## src/rtl/instr_encoder.sv

```systemverilog
// RV64 instruction encoder: packs decoded fields into a 32-bit machine word,
// flags unencodable fields, and queues results in order through a small FIFO.
module instr_encoder #(
    parameter int INSTRSZ = 32,
    parameter int REGBITS = 5,
    parameter int DEPTH   = 2
) (
    input  logic               clk,
    input  logic               reset,
    input  logic               in_valid,
    output logic               in_ready,
    input  logic [2:0]         in_fmt,
    input  logic [6:0]         in_opcode,
    input  logic [2:0]         in_funct3,
    input  logic [6:0]         in_funct7,
    input  logic [REGBITS-1:0] in_rd,
    input  logic [REGBITS-1:0] in_rs1,
    input  logic [REGBITS-1:0] in_rs2,
    input  logic [31:0]        in_imm,
    output logic               out_valid,
    input  logic               out_ready,
    output logic [INSTRSZ-1:0] out_instr,
    output logic               out_illegal,
    output logic [15:0]        enc_count
);

    localparam int PW = (DEPTH > 1) ? $clog2(DEPTH) : 1;
    localparam int CW = $clog2(DEPTH + 1);

    typedef enum logic [2:0] {
        FMT_R = 3'd0,
        FMT_I = 3'd1,
        FMT_S = 3'd2,
        FMT_B = 3'd3,
        FMT_U = 3'd4,
        FMT_J = 3'd5
    } fmt_e;

    typedef struct packed {
        logic               illegal;
        logic [INSTRSZ-1:0] instr;
    } entry_t;

    entry_t          mem [DEPTH];
    entry_t          enc;
    entry_t          last;
    logic [PW-1:0]   wr_ptr, rd_ptr;
    logic [CW-1:0]   count;
    logic            push, pop;
    logic            is_shift, bad_fields;
    logic            sext11, sext12, sext20;

    // Immediate range checks: upper bits must be pure sign extension.
    assign sext11 = (&in_imm[31:11]) | ~(|in_imm[31:11]);
    assign sext12 = (&in_imm[31:12]) | ~(|in_imm[31:12]);
    assign sext20 = (&in_imm[31:20]) | ~(|in_imm[31:20]);

    assign is_shift = (in_fmt == FMT_I)
                   && (in_opcode == 7'b0010011 || in_opcode == 7'b0011011)
                   && (in_funct3[1:0] == 2'b01);

    always_comb begin
        enc.instr  = '0;
        bad_fields = 1'b0;
        case (in_fmt)
            FMT_R: enc.instr = {in_funct7, in_rs2, in_rs1, in_funct3, in_rd, in_opcode};
            FMT_I: begin
                if (is_shift) begin
                    enc.instr  = {in_funct7, in_imm[4:0], in_rs1, in_funct3, in_rd, in_opcode};
                    bad_fields = |in_imm[31:5];
                end else begin
                    enc.instr  = {in_imm[11:0], in_rs1, in_funct3, in_rd, in_opcode};
                    bad_fields = !sext11;
                end
            end
            FMT_S: begin
                enc.instr  = {in_imm[11:5], in_rs2, in_rs1, in_funct3, in_imm[4:0], in_opcode};
                bad_fields = !sext11;
            end
            FMT_B: begin
                enc.instr  = {in_imm[12], in_imm[10:5], in_rs2, in_rs1, in_funct3,
                              in_imm[4:1], in_imm[11], in_opcode};
                bad_fields = !sext12 || in_imm[0];
            end
            FMT_U: begin
                enc.instr  = {in_imm[31:12], in_rd, in_opcode};
                bad_fields = |in_imm[11:0];
            end
            FMT_J: begin
                enc.instr  = {in_imm[20], in_imm[10:1], in_imm[11], in_imm[19:12], in_rd, in_opcode};
                bad_fields = !sext20 || in_imm[0];
            end
            // Unknown formats still enqueue an R-shaped word so the slot is traceable.
            default: begin
                enc.instr  = {in_funct7, in_rs2, in_rs1, in_funct3, in_rd, in_opcode};
                bad_fields = 1'b1;
            end
        endcase
        enc.illegal = bad_fields || (in_opcode[1:0] != 2'b11);
    end

    assign in_ready  = !reset && (count < CW'(DEPTH));
    assign out_valid = (count != '0);
    assign push      = in_valid && in_ready;
    assign pop       = out_valid && out_ready;

    // When drained, the outputs keep showing the most recently popped entry.
    assign out_instr   = out_valid ? mem[rd_ptr].instr   : last.instr;
    assign out_illegal = out_valid ? mem[rd_ptr].illegal : last.illegal;

    always_ff @(posedge clk) begin
        if (reset) begin
            wr_ptr    <= '0;
            rd_ptr    <= '0;
            count     <= '0;
            last      <= '0;
            enc_count <= '0;
        end else begin
            if (push) begin
                mem[wr_ptr] <= enc;
                wr_ptr      <= wr_ptr + PW'(1);
                if (!enc.illegal)
                    enc_count <= enc_count + 16'd1;
            end
            if (pop) begin
                last   <= mem[rd_ptr];
                rd_ptr <= rd_ptr + PW'(1);
            end
            case ({push, pop})
                2'b10:   count <= count + CW'(1);
                2'b01:   count <= count - CW'(1);
                default: count <= count;
            endcase
        end
    end

endmodule
```

## config.mk

```make
export PLATFORM = sky130hd
export DESIGN_NAME = instr_encoder
export DESIGN_NICKNAME = d
export VERILOG_FILES = /design/src/rtl/instr_encoder.sv
export SDC_FILE = /design/constraint.sdc
export NUM_CORES = 1
export LEC_CHECK = 0
export ABC_AREA = 1
export CORE_MARGIN = 2
export CORE_UTILIZATION = 38
export DETAILED_ROUTE_END_ITERATION = 10
export SLEW_MARGIN = 20
export SYNTH_ARGS = -nofsm -noshare
export SYNTH_HDL_FRONTEND = slang
export SYNTH_SLANG_ARGS = --single-unit
```

## constraint.sdc

```tcl
create_clock -name clk -period 5.7 [get_ports clk]
set_input_delay 0.57 -clock clk [delete_from_list [all_inputs] [get_ports clk]]
set_output_delay 0.57 -clock clk [all_outputs]
set_load 0.03 [all_outputs]
```

==> impl_results.md, run 1 <==
* Outcome: completed
* XOR/XNOR Fraction of Synth Area at 0.4409%
* Post-CTS Setup Inserts at 0
* Commonest cells in the netlist: nand2_1 (126), nor2_1 (101), inv_1 (71)
* Htree depth at 4
* Placed Instances at 985
* Hold-fix buffers, CTS at 0
* Routed len/inst at 15.87 um
* Hold WS at 471.9 ps
* # IOs at 122
* Adder-Cell Fraction of Synth Area at 0.6299%
* Row Count at 45
* Post-route DRC at 0
* Slew Viols, Final at 0
* DP HPWL at 11580 um
* Die Wd at 129.2 um
* Synth Warn # at 0
* Peak VDD IR at 0.0002554 V
* ANT cells at 0
* Met2 Use GR at 33.87%
* Starting density of the core at 39.06%
* Post-synth top area share at 33.26%
* Clock skew at 5.848 ps
* Die height at 129.2 um
* Internal power at 2.252 mW
* GRT busiest layer: met2
* Pre-antenna DRT Iters at 6
* Max-slew headroom at 29.48%
* Reg2reg setup slack at 2990 ps
* Top FF cell, synth: edfxtp_1
* Min cycle time layout at 3350 ps
* Overall fraction of global-route tracks in use at 20.10%
* P&R area growth vs syn at 33.36%
* Floorplan core area at 15260 um2
* Final Instance Area at 7948 um2
* GPL Wtd Cong at 0.8523
* Ratio of cells with drive above 1 in the final layout at 7.692%
* Pin count of the biggest net entering global routing at 71
* Setup Viol. Count Final at 0
* Combinational fraction of design power at 35.3%
* Slew @ Worst Pin at 1058 ps
* Post-cts resize count at 0
* Net Sw Frac at 34.66%
* Port bufs at 121
* Seq pwr share at 32.7%
* Initial antenna violation count at 0
* CTS Buf Count at 17
* FF+latch count, synth at 120
* Psw at 1.194 mW
* Crit path to: out_instr[11]
* Synth area leader: edfxtp_1
* Top cells by area, synth: edfxtp_1 (33%), dfxtp_1 (18%), nand2_1 (7.9%), nor2_1 (6.4%), mux2i_1 (5.5%)
* Total grt overflow at 0
* DR iter-0 viols at 321
* Clock root buffer: clkbuf_16
* # Max-Cap Violations at 0
* Worst Path Max Fanout at 33
* HP Class: reg -> reg
* Fin Setup TNS at 0 ps
* Largest family of logic cells by synthesized area: simple AND/OR/NAND/NOR gates
* Clk_lat worst skew at 410 ps
* WP data arrival at 2780 ps
* Sequential area share after synthesis at 51.40%
* FF-to-FF Start: count[1]
* Async S/R FF share, synth at 0%
* Yosys cell types at 44
* Cells on worst reg2reg path at 11
* Met3 global-route usage at 4.211%
* Vias in the first global route at 4988
* First-pass GRT wire length at 25660 um
* Cells after Synth at 678
* Number of flops mapped to enable cells by yosys at 66
* Post-Syn Area at 5959 um2
* Most frequent cell after synthesis: nand2_1
* Startpoint Class: flip-flop
* Highest Clock Rate at 0.2985 GHz
* Sink Count at 120
* Met1 Resource Use GR at 26.04%
* Compound-cell area share of the yosys netlist at 13.31%
* Cell Pwr Density at 433.5 nW/um2
* Drt total wl at 16140 um
* Via/cell ratio at 5.010
* Synth Area per Inst at 8.790 um2
* CTS tree: yes
* Clock power share at 32.1%
* Nets at 867
* RSZ-0062 raised after global routing: no
* Leakage at 2.889 nW
* Crit path required time at 5130 ps
* Clock Pin Slew Worst Setup and Hold Paths at 50 ps
* Final hold violation count at 0
* Placed instance area at 7342 um2
* Syn Nets at 752
* Finished Layout Cells at 1017
* Die Area at 16700 um2
* CTS Buffer Depth at 2
* Fin crit share at 58.77%
* Antenna-violating nets left at 0
* FF-to-FF End: count[1]
* Simple logic cell fraction of the synthesized area at 21.54%
* Critical path capture point type: output pin
* DR vias at 5095
* Crit path kind: reg -> out
* Mux cell area share after synthesis at 5.543%
-- registers in the layout, summed over array words and instances (netlist names), named ones only --
register,flops
last,33
enc_count,16
mem,66
count,2
rd_ptr,1
wr_ptr,1
-- cells by family (layout without fill, tap and decap cells) --
| family | count (synthesis) | count (layout) |
|---|---|---|
| compound gates | 118 | 118 |
| xor+xnor | 3 | 3 |
| fa+ha+maj | 3 | 3 |
| buf+inv | 105 | 233 |
| flops | 120 | 120 |
| mux | 33 | 33 |
| simple gates | 296 | 296 |
-- cell usage in the layout, fill, tap and decap left out, drive strengths merged, types with 6 or more instances in the layout --
| cell type | netlist | layout |
|---|---|---|
| nand2 | 130 | 130 |
| nand4 | 16 | 16 |
| o21ai | 48 | 48 |
| a32o | 8 | 8 |
| dfxtp | 54 | 54 |
| nor2 | 109 | 109 |
| nand3 | 31 | 31 |
| clkbuf | 20 | 23 |
| nor3 | 6 | 6 |
| a22o | 7 | 7 |
| edfxtp | 66 | 66 |
| a211oi | 33 | 33 |
| inv | 74 | 74 |
| a21oi | 7 | 7 |
| a22oi | 8 | 8 |
| mux2i | 33 | 33 |
| clkdlybuf4s50 | 0 | 121 |
-- worst max-delay path, stage by stage (launching register included) --
cell	delay, ps
dfxtp_2	1020
mux2i_1	250
o21ai_0	360
clkdlybuf4s50_1	740
-- worst min-delay path by stage --
stage,startpoint,to,slack [ps],depth (start not counted)
final,rd_ptr,flip-flop,470,1
after global routing,last[31],last[31],500,2
after CTS,rd_ptr,flip-flop,460,1
after detailed placement,rd_ptr,flip-flop,440,1
after global placement,rd_ptr,flip-flop,430,1
after floorplan,rd_ptr,flip-flop,430,1
-- power by group through the flow --
stage | registers, mW | logic, mW | clock network (mW)
5_1_grt | 1.14 | 1.32 | 1.17
2_1_floorplan | 1.10 | 0.786 | 0
4_1_cts | 1.13 | 1.22 | 1.12
3_3_place_gp | 1.14 | 1.21 | 0
6_report | 1.13 | 1.21 | 1.11
3_5_place_dp | 1.14 | 1.22 | 0
-- layer usage --
metal  part of all wire [%]  routed length (um)
met2                     49                7839
met3                    4.3                 690
met1                     46                7364
met5                      0                   0
met4                    1.5                 241
-- cell type report --
class                   instances  area, um2
fillers                      1426       7311
flip-flops and latches        120       3064
multi-input cells             453       2484
repair buffers                126       1249
clock buffers                  23      457.9
inverters                      75      281.5
well taps                     211      264.0
clock inverters                 9      147.6
-- per-stage QoR --
step / util (%) / setup WS (ps) / power, mW
2_1_floorplan: - / 2754 / 1.883
3_3_place_gp: 48.12 / 2604 / 2.344
3_5_place_dp: 48.12 / 2548 / 2.364
4_1_cts: 52.09 / 2354 / 3.474
5_1_grt: 52.09 / 2226 / 3.624
6_report: 52.09 / 2350 / 3.446
(Power assumes the default switching activity.)
==> run 2, diff against run 1 <==
Clock period 5.7 ns to 3.2 ns, I/O delays scaled along.
==> impl_results.md, run 2 (synthesis results as in run 1) <==
* Clock power share at 31.1%
* Sink Count at 120
* CTS Buf Count at 17
* Die height at 129.2 um
* Crit path required time at 2880 ps
* HP Class: reg -> reg
* Max FFs per register at 66
* GPL Wtd Cong at 0.9718
* Post-CTS Setup Inserts at 0
* Pin count of the biggest net entering global routing at 70
* Leakage at 2.899 nW
* Drt total wl at 16150 um
* Total grt overflow at 0
* ANT cells at 0
* Net Sw Frac at 35.42%
* Finished Layout Cells at 1022
* Nets at 872
* CTS Buffer Depth at 2
* Slew Viols, Final at 0
* Final Util at 52.31%
* Startpoint Class: flip-flop
* Die Wd at 129.2 um
* Initial antenna violation count at 0
* Internal power at 3.925 mW
* Setup Viol. Count Final at 0
* Highest Clock Rate at 0.3735 GHz
* Ratio of cells with drive above 1 in the final layout at 8.385%
* Routed len/inst at 15.80 um
* CTS tree: yes
* First-pass GRT wire length at 25270 um
* Setup WS pre-CTS at 612.7 ps
* # IOs at 122
* Vias in the first global route at 4915
* Overall fraction of global-route tracks in use at 19.70%
* Starting density of the core at 39.06%
* Htree depth at 4
* Post-cts resize count at 0
* Most frequent cells in the layout: nand2_1 (126), clkdlybuf4s50_1 (121), nor2_1 (98)
* Peak VDD IR at 0.0004606 V
* Port bufs at 121
* Critical path capture point type: output pin
* RSZ-0062 raised after global routing: no
* Top reg by flops: mem
* P&R area growth vs syn at 33.93%
* Floorplan core area at 15260 um2
* DR iter-0 viols at 294
* Hold-fix buffers, CTS at 0
* PnR worst setup slack at 522.9 ps
* Antenna-violating nets left at 0
* Pre-antenna DRT Iters at 6
* Outcome: completed
* Die Area at 16700 um2
* Commonest non-fill, non-tap cell in the layout: nand2_1
* Cell Pwr Density at 761.4 nW/um2
* Row Count at 45
* Post-route DRC at 0
* Clock Pin Slew Worst Setup and Hold Paths at 50 ps
* Slew @ Worst Pin at 836.8 ps
* Power, Total at 6.077 mW
* Clk_lat worst skew at 410 ps
* # Max-Cap Violations at 0
* Fin crit share at 83.66%
* Fin Setup TNS at 0 ps
* Crit path kind: reg -> out
* DR vias at 5140
* Placed Instances at 990
* Clock root buffer: clkbuf_16
* Via/cell ratio at 5.029
* Worst Path Max Fanout at 67
* DP HPWL at 11540 um
* Clock skew at 9.694 ps
* Top flop regs: mem: 66 flops, last: 33 flops, enc_count: 16 flops
* Max-slew headroom at 43.74%
* Seq pwr share at 32.3%
* Min cycle time layout at 2677 ps
* Final hold violation count at 0
* WP data arrival at 2360 ps
* Psw at 2.152 mW
* Combinational fraction of design power at 36.6%
[run 2: power by group through the flow]
stage | Combinational (mW) | Sequential, mW | Clock [mW]
after floorplan | 1.40 | 1.95 | 0
after global placement | 2.21 | 1.98 | 0
after detailed placement | 2.23 | 1.99 | 0
after CTS | 2.24 | 1.96 | 1.92
after global routing | 2.41 | 1.98 | 1.98
final | 2.22 | 1.96 | 1.89
[run 2: worst max-delay path: stages, from the launching register on]
cell and delay [ps]:
dfxtp_1 360, nor2_4 110, buf_4 470, nand2_1 90
o21ai_0 160, clkdlybuf4s50_1 740
[run 2: final timing paths]
path / cells past startpoint / slack, ps / startpoint / end
worst max-delay path: 5 / 520 / count[1] / out_instr[7]
worst min-delay path: 1 / 480 / rd_ptr / flip-flop
worst max register to register: 8 / 1050 / count[1] / rd_ptr
worst min register to register: 1 / 480 / rd_ptr / flip-flop
[run 2: layer usage]
layer / track usage (%) / share of wire, % / up-vias
li1: - / - / 2574
met1: 24.93 / 45 / 2406
met2: 33.84 / 50 / 141
met3: 3.964 / 4.1 / 19
met4: 6.458 / 1.4 / 0
met5: 0 / 0 / -
[run 2: area by class of cell]
type / count / area [um2]
Clock buffer: 20 / 436.7
Clock inverter: 12 / 152.6
Fill cell: 1389 / 7277
Inverter: 75 / 281.5
Multi-Input combinational cell: 453 / 2484
Sequential cell: 120 / 3064
Tap cell: 211 / 264.0
Timing Repair Buffer: 131 / 1299
[run 2: per-stage QoR]
stage / instance area, um2 / hold slack [ps]
after floorplan: 5959 / 418.9
after detailed placement: 7392 / 451.3
final: 7981 / 476.6
after global routing: 7981 / 481.5
after CTS: 7981 / 462.5
after global placement: 7392 / 430.0
==> run 3, diff against run 2 <==
Clock period 3.2 ns to 2.72 ns, I/O delays scaled along.
==> impl_results.md, run 3 (synthesis results as in run 1) <==
* Outcome: completed
* Max-slew headroom at 48.00%
* CTS tree: yes
* CTS Buffer Depth at 2
* Max FFs per register at 66
* Pin count of the biggest net entering global routing at 54
* CTS Buf Count at 17
* DR iter-0 viols at 338
* Post-route DRC at 0
* Die Wd at 129.2 um
* Highest Clock Rate at 0.3835 GHz
* Die height at 129.2 um
* HP Class: reg -> reg
* Vias in the first global route at 4901
* DP HPWL at 11750 um
* Setup WS pre-CTS at 227.4 ps
* DR vias at 5132
* First-pass GRT wire length at 25410 um
* Multi-input gate area at 2484 um2
* Top reg by flops: mem
* RSZ-0062 raised after global routing: no
* Crit path required time at 2450 ps
* Critical path capture point type: output pin
* Drt total wl at 16120 um
* Startpoint Class: flip-flop
* Initial antenna violation count at 0
* Routed len/inst at 15.75 um
* Final hold violation count at 0
* Die Area at 16700 um2
* Final-layout fill cell count at 1391
* Port bufs at 121
* Slew Viols, Final at 0
* Slew @ Worst Pin at 773.4 ps
* Fin Setup TNS at 0 ps
* Most frequent cells in the layout: nand2_1 (126), clkdlybuf4s50_1 (119), nor2_1 (98)
* Floorplan core area at 15260 um2
* # Max-Cap Violations at 0
* P&R area growth vs syn at 35.02%
* Overall fraction of global-route tracks in use at 19.96%
* Row Count at 45
* Clock skew at 8.371 ps
* Sink Count at 120
* Crit path kind: reg -> out
* Register area at 3064 um2
* Top flop regs: mem: 66 flops, last: 33 flops, enc_count: 16 flops
* ANT cells at 0
* Clock root buffer: clkbuf_16
* Clock Pin Slew Worst Setup and Hold Paths at 50 ps
* Leakage at 2.950 nW
* Via/cell ratio at 5.012
* Starting density of the core at 39.06%
* Antenna-violating nets left at 0
* Htree depth at 4
* GPL Wtd Cong at 0.8990
* PnR worst setup slack at 112.6 ps
* Total grt overflow at 0
* Worst Path Max Fanout at 10
* Setup Viol. Count Final at 0
* Clk_lat worst skew at 410 ps
* Peak VDD IR at 0.0004656 V
* Fin crit share at 95.86%
* WP data arrival at 2340 ps
* Nets at 874
* Cell Pwr Density at 910.6 nW/um2
* Commonest non-fill, non-tap cell in the layout: nand2_1
* Pre-antenna DRT Iters at 5
* Min cycle time layout at 2607 ps
* Ratio of cells with drive above 1 in the final layout at 9.225%
* # IOs at 122
[run 3: critical path, cell delays in order, from the launching register on]
cell,delay [ps]
dfxtp_2,530
buf_4,290
mux2i_1,360
o21ai_0,120
clkdlybuf4s50_1,610
[run 3: metrics by stage]
stage | utilization [%] | cells | hold slack [ps] | cell area, um2 | power [mW]
global route | 52.73 | 1024 | 475.9 | 8046 | 7.688
global placement | 48.61 | 992 | 437.1 | 7417 | 4.986
floorplan | - | 678 | 370.9 | 5962 | 3.947
finish | 52.73 | 1024 | 464.6 | 8046 | 7.327
CTS | 52.72 | 1024 | 465.8 | 8044 | 7.401
detailed placement | 48.61 | 992 | 457.5 | 7417 | 5.029
[run 3: metal layers]
| layer | up-vias | routed length, um | GRT usage, % |
|---|---|---|---|
| li1 | 2573 | - | - |
| met1 | 2392 | 7216 | 25.24 |
| met2 | 143 | 7829 | 33.50 |
| met3 | 24 | 852 | 5.244 |
| met4 | 0 | 225 | 6.266 |
| met5 | - | 0 | 0 |
[run 3: cell type report]
class,count,share of cell area [%]
Multi-Input combinational cell,453,30.87
Clock buffer,17,5.287
Clock inverter,15,2.503
Tap cell,211,3.281
Timing Repair Buffer,133,16.48
Sequential cell,120,38.08
Inverter,75,3.499
[run 3: what timing repair did]
action / 4_1_cts / 5_1_grt
endpoints found under the setup margin: 0 / 1
buffers inserted: 0 / 0
hold buffers: 0 / 0
gates resized for setup: 0 / 1
[run 3: where the power goes]
group	leakage [nW]	switching [mW]	internal [mW]	total (mW)
Combinational	1.61	1.62	1.04	2.66
Sequential	1.05	0.130	2.18	2.31
Clock	0.296	0.823	1.53	2.36
Total	2.95	2.58	4.75	7.33
[run 3: final timing paths]
path | end | cells after the start | slack, ps | startpoint
max reg2reg | count[1] | 10 | 660 | count[1]
min reg2reg | flip-flop | 1 | 460 | rd_ptr
min | flip-flop | 1 | 460 | rd_ptr
max | out_instr[13] | 4 | 110 | flip-flop
